--- src/rtl/uart_tx_mmio.sv ---
// Memory-mapped UART transmitter with a TX FIFO and a programmable bit divider.
// Define UART_TX_PARITY_EN to insert an even-parity bit between the data and stop bits.
module uart_tx_mmio #(
  parameter logic [31:0] BASE_ADDR   = 32'h0000_1000,
  parameter int unsigned FIFO_DEPTH  = 4,
  parameter logic [15:0] DEFAULT_DIV = 16'd868
) (
  input  logic        i_clk,
  input  logic        i_reset,
  input  logic        i_mem_write,
  input  logic [31:0] i_adr,
  input  logic [31:0] i_write_data,
  output logic [31:0] o_read_data,
  output logic        o_hit,
  output logic        o_tx
);

  localparam int unsigned AW = $clog2(FIFO_DEPTH);
  localparam int unsigned PW = AW + 1;

  typedef enum logic [2:0] {
    StIdle,
    StStart,
    StData,
    StStop
`ifdef UART_TX_PARITY_EN
    , StParity
`endif
  } state_e;

  state_e          r_state;
  logic [7:0]      r_fifo [FIFO_DEPTH];
  logic [PW-1:0]   r_wptr;
  logic [PW-1:0]   r_rptr;
  logic            r_ovf;
  logic [15:0]     r_div;
  logic [15:0]     r_bit_div;
  logic [15:0]     r_timer;
  logic [7:0]      r_shift;
  logic [2:0]      r_bit_cnt;
  logic            r_tx;
`ifdef UART_TX_PARITY_EN
  logic            r_par;
`endif

  logic [1:0]      w_sel;
  logic            w_wr;
  logic [PW-1:0]   w_count;
  logic            w_full;
  logic            w_empty;
  logic            w_push;
  logic            w_drop;
  logic            w_pop;
  logic [31:0]     w_status;
  logic            w_unused;

  assign w_sel    = i_adr[3:2];
  assign o_hit    = (i_adr[31:4] == BASE_ADDR[31:4]) && (w_sel != 2'b11);
  assign w_wr     = i_mem_write && o_hit;
  assign w_count  = r_wptr - r_rptr;
  assign w_full   = (w_count == PW'(FIFO_DEPTH));
  assign w_empty  = (w_count == '0);
  // A push into a full FIFO is dropped even when the FSM pops in the same cycle.
  assign w_push   = w_wr && (w_sel == 2'd0) && !w_full;
  assign w_drop   = w_wr && (w_sel == 2'd0) && w_full;
  assign w_pop    = (r_state == StIdle) && !w_empty;
  assign w_status = {23'b0, 5'(w_count), r_ovf, w_empty, w_full, (r_state != StIdle)};
  assign w_unused = ^{i_adr[1:0], i_write_data[31:16]};
  assign o_tx     = r_tx;

  always_comb begin
    o_read_data = 32'b0;
    if (o_hit) begin
      case (w_sel)
        2'd1:    o_read_data = w_status;
        2'd2:    o_read_data = {16'b0, r_div};
        default: o_read_data = 32'b0;
      endcase
    end
  end

  always_ff @(posedge i_clk) begin
    if (w_push) r_fifo[r_wptr[AW-1:0]] <= i_write_data[7:0];
  end

  always_ff @(posedge i_clk) begin
    if (!i_reset) begin
      r_state   <= StIdle;
      r_wptr    <= '0;
      r_rptr    <= '0;
      r_ovf     <= 1'b0;
      r_div     <= DEFAULT_DIV;
      r_bit_div <= DEFAULT_DIV;
      r_timer   <= 16'd0;
      r_shift   <= 8'd0;
      r_bit_cnt <= 3'd0;
      r_tx      <= 1'b1;
`ifdef UART_TX_PARITY_EN
      r_par     <= 1'b0;
`endif
    end else begin
      if (w_push) r_wptr <= r_wptr + 1'b1;
      if (w_pop)  r_rptr <= r_rptr + 1'b1;
      if (w_wr && (w_sel == 2'd1)) r_ovf <= 1'b0;
      else if (w_drop)             r_ovf <= 1'b1;
      if (w_wr && (w_sel == 2'd2)) begin
        r_div <= (i_write_data[15:0] == 16'd0) ? 16'd1 : i_write_data[15:0];
      end

      case (r_state)
        StIdle: begin
          r_tx <= 1'b1;
          if (w_pop) begin
            r_shift   <= r_fifo[r_rptr[AW-1:0]];
`ifdef UART_TX_PARITY_EN
            r_par     <= ^r_fifo[r_rptr[AW-1:0]];
`endif
            r_bit_div <= r_div;
            r_timer   <= r_div - 16'd1;
            r_tx      <= 1'b0;
            r_state   <= StStart;
          end
        end
        StStart: begin
          if (r_timer != 16'd0) r_timer <= r_timer - 16'd1;
          else begin
            r_tx      <= r_shift[0];
            r_shift   <= {1'b0, r_shift[7:1]};
            r_bit_cnt <= 3'd0;
            r_timer   <= r_bit_div - 16'd1;
            r_state   <= StData;
          end
        end
        StData: begin
          if (r_timer != 16'd0) r_timer <= r_timer - 16'd1;
          else begin
            r_timer <= r_bit_div - 16'd1;
            if (r_bit_cnt == 3'd7) begin
`ifdef UART_TX_PARITY_EN
              r_tx    <= r_par;
              r_state <= StParity;
`else
              r_tx    <= 1'b1;
              r_state <= StStop;
`endif
            end else begin
              r_tx      <= r_shift[0];
              r_shift   <= {1'b0, r_shift[7:1]};
              r_bit_cnt <= r_bit_cnt + 3'd1;
            end
          end
        end
`ifdef UART_TX_PARITY_EN
        StParity: begin
          if (r_timer != 16'd0) r_timer <= r_timer - 16'd1;
          else begin
            r_tx    <= 1'b1;
            r_timer <= r_bit_div - 16'd1;
            r_state <= StStop;
          end
        end
`endif
        StStop: begin
          if (r_timer != 16'd0) r_timer <= r_timer - 16'd1;
          else r_state <= StIdle;
        end
        default: r_state <= StIdle;
      endcase
    end
  end

endmodule

--- config.mk ---
export PLATFORM = sky130hd
export DESIGN_NAME = uart_tx_mmio
export DESIGN_NICKNAME = d
export VERILOG_FILES = /design/src/rtl/uart_tx_mmio.sv
export SDC_FILE = /design/constraint.sdc
export NUM_CORES = 1
export LEC_CHECK = 0
export CORE_MARGIN = 2
export CORE_UTILIZATION = 57
export CTS_CLUSTER_DIAMETER = 150
export DETAILED_ROUTE_END_ITERATION = 8
export PLACE_DENSITY = 0.83
export SLEW_MARGIN = 15
export SYNTH_ARGS = -nofsm -noshare
export SYNTH_HDL_FRONTEND = slang
export SYNTH_SLANG_ARGS = --single-unit
--- constraint.sdc ---
create_clock -name i_clk -period 6 [get_ports i_clk]
set_clock_uncertainty 0.1 [all_clocks]
set_input_delay 1.2 -clock i_clk [delete_from_list [all_inputs] [get_ports i_clk]]
set_output_delay 1.2 -clock i_clk [all_outputs]
set_load 0.02 [all_outputs]
==> metrics, run 1 <==
I/O pins=101; antenna violations before repair=0; full die area=between 10,000 and 15,000 µm²; share of synthesized registers carrying an async set or reset=0%; Netlist cell types=61; total gr overflow=0; fin. max-slew vios=0; DRT Wirelength=14,200 µm; final setup violation count=0; core area=9640 µm²; critical path class=input pin to output pin; Initial Utilization=58.1%; setup TNS=0 ns; post-synthesis register bit count=103; register area share after synthesis=42.6%; Worst-Skew Late Latency=0.39 ns; number of synthesized flops with an enable pin=32; CTS resizes=0; run status=completed; clock share of power=17.5%; Buffers on Ports=66; vias in the first global route=4,530; Via density=6.22; Worst Tran Pin Value=1.14 ns; GR Layer Usage met3=under 10%; gp weighted congestion=0.930; Post CTS Setup Buffer Count=0; leak pwr=roughly 2.3 nW; Final Hold Fails=0; Synthesis Warnings=0; drt initial violations=440; ANT nets after route=0; Layout Nets=742; synthesized cell area=5600 µm²; Num CTS Buffers=9; sw power=approximately 1.2 mW; Final HPWL DP=about 9900 µm; RSZ-0062 raised after global routing=false; Critical Path RT=4.70 ns; syn_area_per_cell=9.18 µm²; crit start category=input pin; CTS tree=built; Vert. Die Dim=103 µm; most common cell after layout, fill and taps aside=nand2_1; DRT Pass-1 Iters=5; final instance area=6460 µm²; first-pass GRT wire length=22,600 µm; CP endpoint kind=output pin; Post-DP Area=6230 µm²; HP Class=register to register; per-cell routed wire length=17.9 µm; met1 global-route usage=between 30% and 40%; critical path fanouts, max=14; max_slew headroom=23.4%; grt met2 use=a little under half; fmax=between 0.2 and 0.25 GHz; post-synth top area share=25.4%; combinational share of power=47.9%; Most used DFF post-synth=dfxtp_1; H-tree Lvls=3; Die Wd=just over 100 µm; layout cell share with drive strength beyond 1=5.76%; # rows=36; CTS Root Cell=clkbuf_8; largest net degree at the start of global routing=54; crit path time final=around 4.8 ns; P_int=1.46 mW; total number of vias=4,935; diodes inserted=0; Critical Path AT=around 3.6 ns; residual DRC count=0; most frequent cells in the layout=nand2_1 (73), dfxtp_1 (71), clkdlybuf4s50_1 (66), nor2_1 (58), a21oi_1 (46); Worst-path clk slew=roughly 0.11 ns; Peak VDD IR=about 0.21 mV; Sink Count=103; sequential fraction of design power=34.6%; busiest grt layer=met2; top post-synthesis cells by area=dfxtp_1 (25%), edfxtp_1 (17%), nand2_1 (4.9%), ha_1 (4.2%), a21oi_1 (4.2%); Switching Share=45.3%; Period Utilization, post-route=80.8%; GRT Total Usage=27.5%; number of max-cap violations=0; biggest area consumer among synthesized cells=dfxtp_1; area delta synth->final=15.5%; # hold bufs at CTS=0; clock buffer depth=2; Gate Count Post-Synth=610; power per cell area=414 nW/µm²
-- path summary, 6_finish.rpt --
kind                      from              to  slack [ns]  cells past startpoint
hold / removal    r_bit_cnt[1]    r_bit_cnt[1]        0.37                      2
setup / recovery      i_adr[2]  o_read_data[6]        1.15                      9
setup reg to reg     r_wptr[0]       r_wptr[2]        2.29                      9
hold reg to reg   r_bit_cnt[1]    r_bit_cnt[1]        0.37                      2
-- sequential cells by signal, summed over array words and instances, names as in the netlist, 2 cells and up, named ones only --
signal     count
r_wptr         3
r_rptr         3
r_fifo        32
r_bit_cnt      3
r_div         16
r_bit_div     16
r_state        2
r_shift        8
r_timer       16
-- cell usage after synthesis (17+ instances only) --
library cell	instances
nand3_1	20
ha_1	19
nand2_1	73
buf_4	17
a21oi_1	47
o21ai_0	17
clkbuf_1	27
xor2_1	18
edfxtp_1	32
xnor2_1	22
inv_1	19
nor2_1	58
nor4_1	21
dfxtp_1	71
-- kinds of logic after synthesis --
family | share of synthesized area [%]
AND/OR/NAND/NOR | 20.2
adder cells (fa/ha/maj) | 4.60
other | 0.0670
buffers and inverters | 6.28
multiplexers | 4.67
flip-flops | 42.6
XOR/XNOR | 6.68
AO/OA/AOI/OAI | 14.9
-- per-stage QoR --
stage | std cells | setup WS [ns] | power [mW] | hold WS [ns] | util (%)
6_report | 793 | 1.15 | 2.68 | 0.366 | 67.1
3_3_place_gp | 777 | 1.19 | 2.12 | 0.343 | 64.7
3_5_place_dp | 777 | 1.16 | 2.17 | 0.349 | 64.7
4_1_cts | 793 | 1.13 | 2.64 | 0.365 | 67.0
2_1_floorplan | 625 | 2.08 | 1.92 | 0.336 | -
5_1_grt | 793 | 0.960 | 2.83 | 0.393 | 67.1
-- routing by layer --
layer | part of all wire [%] | vias to the layer above | routed length, µm
met5 | 0 | - | 0
met4 | 2.7 | 0 | 378
li1 | - | 2277 | -
met1 | 41 | 2330 | 5770
met2 | 49 | 288 | 6930
met3 | 7.9 | 40 | 1130
-- power by group through the flow --
stage	clock network, mW	logic [mW]	registers, mW
3_5_place_dp	0	1.24	0.934
2_1_floorplan	0	1.03	0.892
6_report	0.468	1.28	0.926
3_3_place_gp	0	1.19	0.926
5_1_grt	0.494	1.40	0.939
4_1_cts	0.469	1.25	0.922
-- worst max-delay path, cell delays in order --
cell and delay, ns:
clkdlybuf4s50_1 0.45, ha_1 0.21, nor4_1 0.16, nand4_1 0.22
nor2_1 0.15, buf_4 0.18, nand2_1 0.15, nor2_1 0.19
clkdlybuf4s50_1 0.63
-- final cells by class --
cell class                 instances  area (µm²)
clock inverter                     7         101
sequential                       103        2380
timing repair buffer              69         683
fill                             758        3180
clock buffer                       9         124
tap                              133         166
multi-input combinational        450        2920
inverter                          22        82.6
Note: power is estimated with default switching activity, not from simulation.
==> inputs of run 2 (changes only) <==
CORE_UTILIZATION = 48   (was 57)
PLACE_DENSITY = 0.74   (was 0.83)
clock period = 4.1 ns   (was 6 ns; I/O delays follow)
==> run 2 against run 1 <==
- wire length down 2.6%
- sequential share of layout area down 1.2 points
- die area up 18%
- combinational power up 47%
- sequential power up 45%
- critical path depth down 1
- hold slack worse by 0.0040 ns
- first-iteration DRC count down 33%
- non-clock buffer count up 9
- via count down 2.9%
- critical path type unchanged
- highest routed layer unchanged
==> metrics, run 2 (synthesized netlist as in run 1, its figures left out) <==
run status=completed; most frequent cells in the layout=nand2_1 (73), dfxtp_1 (71), nor2_1 (58), clkdlybuf4s50_1 (53), a21oi_1 (47); area delta synth->final=19.3%; Initial Utilization=between 40% and 50%; FF+latch area=2380 µm²; I/O pins=about 100; Sink Count=103; vias in the first global route=4,560; largest net degree at the start of global routing=28; max_slew headroom=between 40% and 50%; Setup crit start=i_adr[2]; Worst Tran Pin Value=0.883 ns; drt initial violations=295; CTS Root Cell=clkbuf_16; DRT Wirelength=~14,000 µm; Critical Path AT=3.01 ns; critical path fanouts, max=13; power per cell area=617 nW/µm²; DRT Pass-1 Iters=5; total power=4.12 mW; most common cell after layout, fill and taps aside=nand2_1; CTS tree=built; # hold bufs at CTS=0; antenna violations before repair=0; core area=around 11,000 µm²; sw power=1.76 mW; Buffers on Ports=66; Layout Nets=751; total number of vias=4,790; Via density=approximately 6; combinational share of power=45.6%; Worst-path clk slew=0.08 ns; fmax=between 0.2 and 0.3 GHz; Critical R2R Launch=r_timer[0]; Die Wd=112 µm; Post CTS Setup Buffer Count=0; min-delay src=r_bit_cnt[1]; Worst-Skew Late Latency=0.36 ns; Peak VDD IR=0.297 mV; P_int=2.36 mW; fin. max-slew vios=0; Num CTS Buffers=9; layout cell share with drive strength beyond 1=under 10%; Multi-input gate area=2930 µm²; critical path class=input pin to output pin; first-pass GRT wire length=22,500 µm; setup TNS=0 ns; GRT Total Usage=22.2%; Final Hold Fails=0; gp weighted congestion=0.919; RSZ-0062 raised after global routing=false; HP Class=register to register; max reg flops=32; sequential fraction of design power=32.6%; total gr overflow=0; number of max-cap violations=0; FF-to-FF setup slack=between 0.8 and 0.9 ns; final setup violation count=0; FILL cells=between 900 and 1,000; Vert. Die Dim=112 µm; Period Utilization, post-route=between 90% and 100%; per-cell routed wire length=roughly 17 µm; residual DRC count=0; # rows=39; H-tree Lvls=3; CP endpoint kind=output pin; ANT nets after route=0; crit start category=input pin; diodes inserted=0; clock buffer depth=2; clock share of power=21.9%; full die area=12,500 µm²; leak pwr=2.63 nW; Switching Share=42.8%; crit path time final=3.93 ns; Final HPWL DP=about 10000 µm; Critical Path RT=3.18 ns
## run 2: final cells by class
class                           count  area share, %
Multi-Input combinational cell    450           43.8
Sequential cell                   103           35.7
Timing Repair Buffer               78           11.7
Clock buffer                        9           3.37
Tap cell                          143           2.68
Clock inverter                      7           1.52
Inverter                           22           1.24
## run 2: through the flow
stage               area [µm²]  utilization [%]  instances  setup slack (ns)  hold slack [ns]
floorplan                 5650                -        625             0.945            0.336
global placement          6310             55.3        796             0.163            0.343
detailed placement        6310             55.3        796             0.120            0.355
CTS                       6640             58.2        812             0.102            0.366
global route              6680             58.5        812            0.0535            0.390
finish                    6680             58.5        812             0.165            0.362
## run 2: metal layers
metal  vias to the layer above  share of wire [%]  track usage [%]
met5                         -                  0                0
met4                         0                2.2             8.86
met3                        30                6.9             2.94
met2                       198                 48             37.0
met1                      2262                 42             29.5
li1                       2300                  -                -
## run 2: what timing repair did
| item | 4_1_cts | 5_1_grt |
|---|---|---|
| gates resized for setup | 0 | 14 |
| setup endpoints to repair | 0 | 16 |
| hold endpoints to repair | 0 | 0 |
## run 2: power by group through the flow
stage          registers, mW  clock network, mW  logic, mW
2_1_floorplan           1.31                  0       1.50
3_3_place_gp            1.36                  0       1.79
3_5_place_dp            1.36                  0       1.85
4_1_cts                 1.34              0.910       1.86
5_1_grt                 1.37              0.946       2.09
6_report                1.34              0.901       1.88
## run 2: critical path, cell delays in order
cell and delay [ns]:
clkdlybuf4s50_1 0.46, ha_1 0.23, nor4_2 0.16, nand4_1 0.19, nor2_1 0.18, buf_4 0.19, and3_1 0.16, clkdlybuf4s50_1 0.60
## run 2: worst paths after layout
check,end,cells after the start
worst max-delay path,o_read_data[15],8
worst min-delay path,r_bit_cnt[1],2
worst max register to register,r_timer[11],7
worst min register to register,r_bit_cnt[1],2
==> inputs of run 3 (changes only) <==
CORE_UTILIZATION = 49   (was 48)
CTS_BUF_LIST = sky130_fd_sc_hd__clkbuf_8   (was unset)
HOLD_SLACK_MARGIN = 0.12   (was unset)
PLACE_DENSITY = 0.75   (was 0.74)
==> run 3 against run 2 <==
- design area fell by 1.9%
- wire length fell by 5.1%
- sequential share of layout area is 0.69 points higher
- maximum frequency grew 0.59%
- die area shrank 2.0%
- critical path depth did not move
- clock power fell by 25%
- first-iteration DRC count grew 13%
- non-clock buffer count is 1 lower
- sequential power about the same
- critical endpoint unchanged
- largest cell class unchanged
- highest routed layer unchanged
==> metrics, run 3 (synthesized netlist as in run 1, its figures left out) <==
ANT nets after route=0; Worst-path clk slew=0.11 ns; Die Wd=111 µm; CTS Root Cell=clkbuf_8; Peak VDD IR=~0.30 mV; drt initial violations=333; vias in the first global route=around 4,500; antenna violations before repair=0; FILL cells=974; fmax=0.256 GHz; Layout Nets=750; residual DRC count=0; largest net degree at the start of global routing=29; gp weighted congestion=0.922; setup ws final=about 0.19 ns; Critical Path AT=~3 ns; DRT Wirelength=about 13,000 µm; most frequent cells in the layout=nand2_1 (73), dfxtp_1 (71), nor2_1 (58), clkdlybuf4s50_1 (57), a21oi_1 (47); I/O pins=101; total gr overflow=0; first-pass GRT wire length=21,700 µm; total power=3.89 mW; final setup violation count=0; Placed Cells=795; max_slew headroom=40.8%; Critical Path RT=3.18 ns; worst hold margin=0.364 ns; power per cell area=approximately 590 nW/µm²; crit path time final=3.91 ns; clock buffer depth=2; crit start category=input pin; Post-Layout Cell Count=a little over 800; full die area=12,300 µm²; Num CTS Buffers=9; critical path class=input pin to output pin; diodes inserted=0; Switching Share=44.3%; number of max-cap violations=0; Post CTS Setup Buffer Count=0; pre-CTS WS=0.0768 ns; DRT Pass-1 Iters=5; leak pwr=2.51 nW; P_int=2.17 mW; core area=11,300 µm²; CTS tree=built; Buffers on Ports=66; max reg flops=32; setup TNS=0 ns; clock share of power=17.4%; Worst-Skew Late Latency=0.39 ns; run status=completed; # hold bufs at CTS=0; Vert. Die Dim=111 µm; total number of vias=4,700; Via density=approximately 5.8; GRT Total Usage=a little over a fifth; CTS resizes=0; most common cell after layout, fill and taps aside=nand2_1; critical path fanouts, max=13; Period Utilization, post-route=95.4%; RSZ-0062 raised after global routing=false; Final Hold Fails=0; # rows=39; area delta synth->final=17.1%; Final HPWL DP=9660 µm; layout cell share with drive strength beyond 1=approximately 6.9%; per-cell routed wire length=16.2 µm; sw power=1.72 mW; CP endpoint kind=output pin; Initial Utilization=roughly half; HP Class=register to register; fin. max-slew vios=0; Sink Count=roughly 100; sequential fraction of design power=34.6%; Worst Tran Pin Value=0.879 ns; combinational share of power=~48%; H-tree Lvls=3
-- run 3: cell types whose count changed in the layout (fill, tap and decap cells not counted) --
cell | previous run | this run
inv_6 | 1 | 0
clkinv_8 | 4 | 2
dlymetal6s2s_1 | 13 | 9
clkbuf_8 | 0 | 9
clkbuf_16 | 9 | 0
inv_8 | 1 | 4
buf_4 | 12 | 11
clkdlybuf4s50_1 | 53 | 57
-- run 3: power groups by stage --
stage	Clock (mW)	Sequential [mW]	Combinational [mW]
global route	0.725	1.37	2.06
finish	0.677	1.34	1.87
CTS	0.685	1.34	1.85
floorplan	0	1.31	1.50
detailed placement	0	1.36	1.84
global placement	0	1.36	1.79
-- run 3: layout make-up --
cell class	instances	area (µm²)	share of cell area, %
Clock buffer	9	124	1.89
Timing Repair Buffer	77	766	11.7
Inverter	22	82.6	1.26
Clock inverter	7	93.8	1.43
Multi-Input combinational cell	450	2930	44.7
Sequential cell	103	2380	36.3
Tap cell	143	179	2.73
-- run 3: layer usage --
metal / share of wire [%] / track usage [%] / wire length, µm / vias to the layer above
met2: 47 / 36.1 / 6200 / 173
li1: - / - / - / 2280
met5: 0 / 0 / 0 / -
met4: 2.1 / 8.75 / 279 / 0
met1: 45 / 27.9 / 5870 / 2223
met3: 5.8 / 3.17 / 767 / 24
-- run 3: final timing paths --
kind | start | to | slack [ns] | depth (start not counted)
min | r_bit_cnt[2] | r_bit_cnt[2] | 0.36 | 2
min reg2reg | r_bit_cnt[2] | r_bit_cnt[2] | 0.36 | 2
max | i_adr[2] | o_read_data[15] | 0.19 | 8
max reg2reg | r_timer[0] | r_timer[11] | 0.87 | 7
-- run 3: critical path, stage by stage --
cell and delay [ns]:
clkdlybuf4s50_1 0.46, ha_1 0.23, nor4_2 0.15, nand4_1 0.18, nor2_1 0.18, buf_4 0.19, and3_1 0.16, clkdlybuf4s50_1 0.61
-- run 3: through the flow --
step	utilization (%)	cell area, µm²
after CTS	57.9	6530
after global placement	56.0	6310
final	58.1	6550
after floorplan	-	5650
after detailed placement	56.0	6310
after global routing	58.1	6550
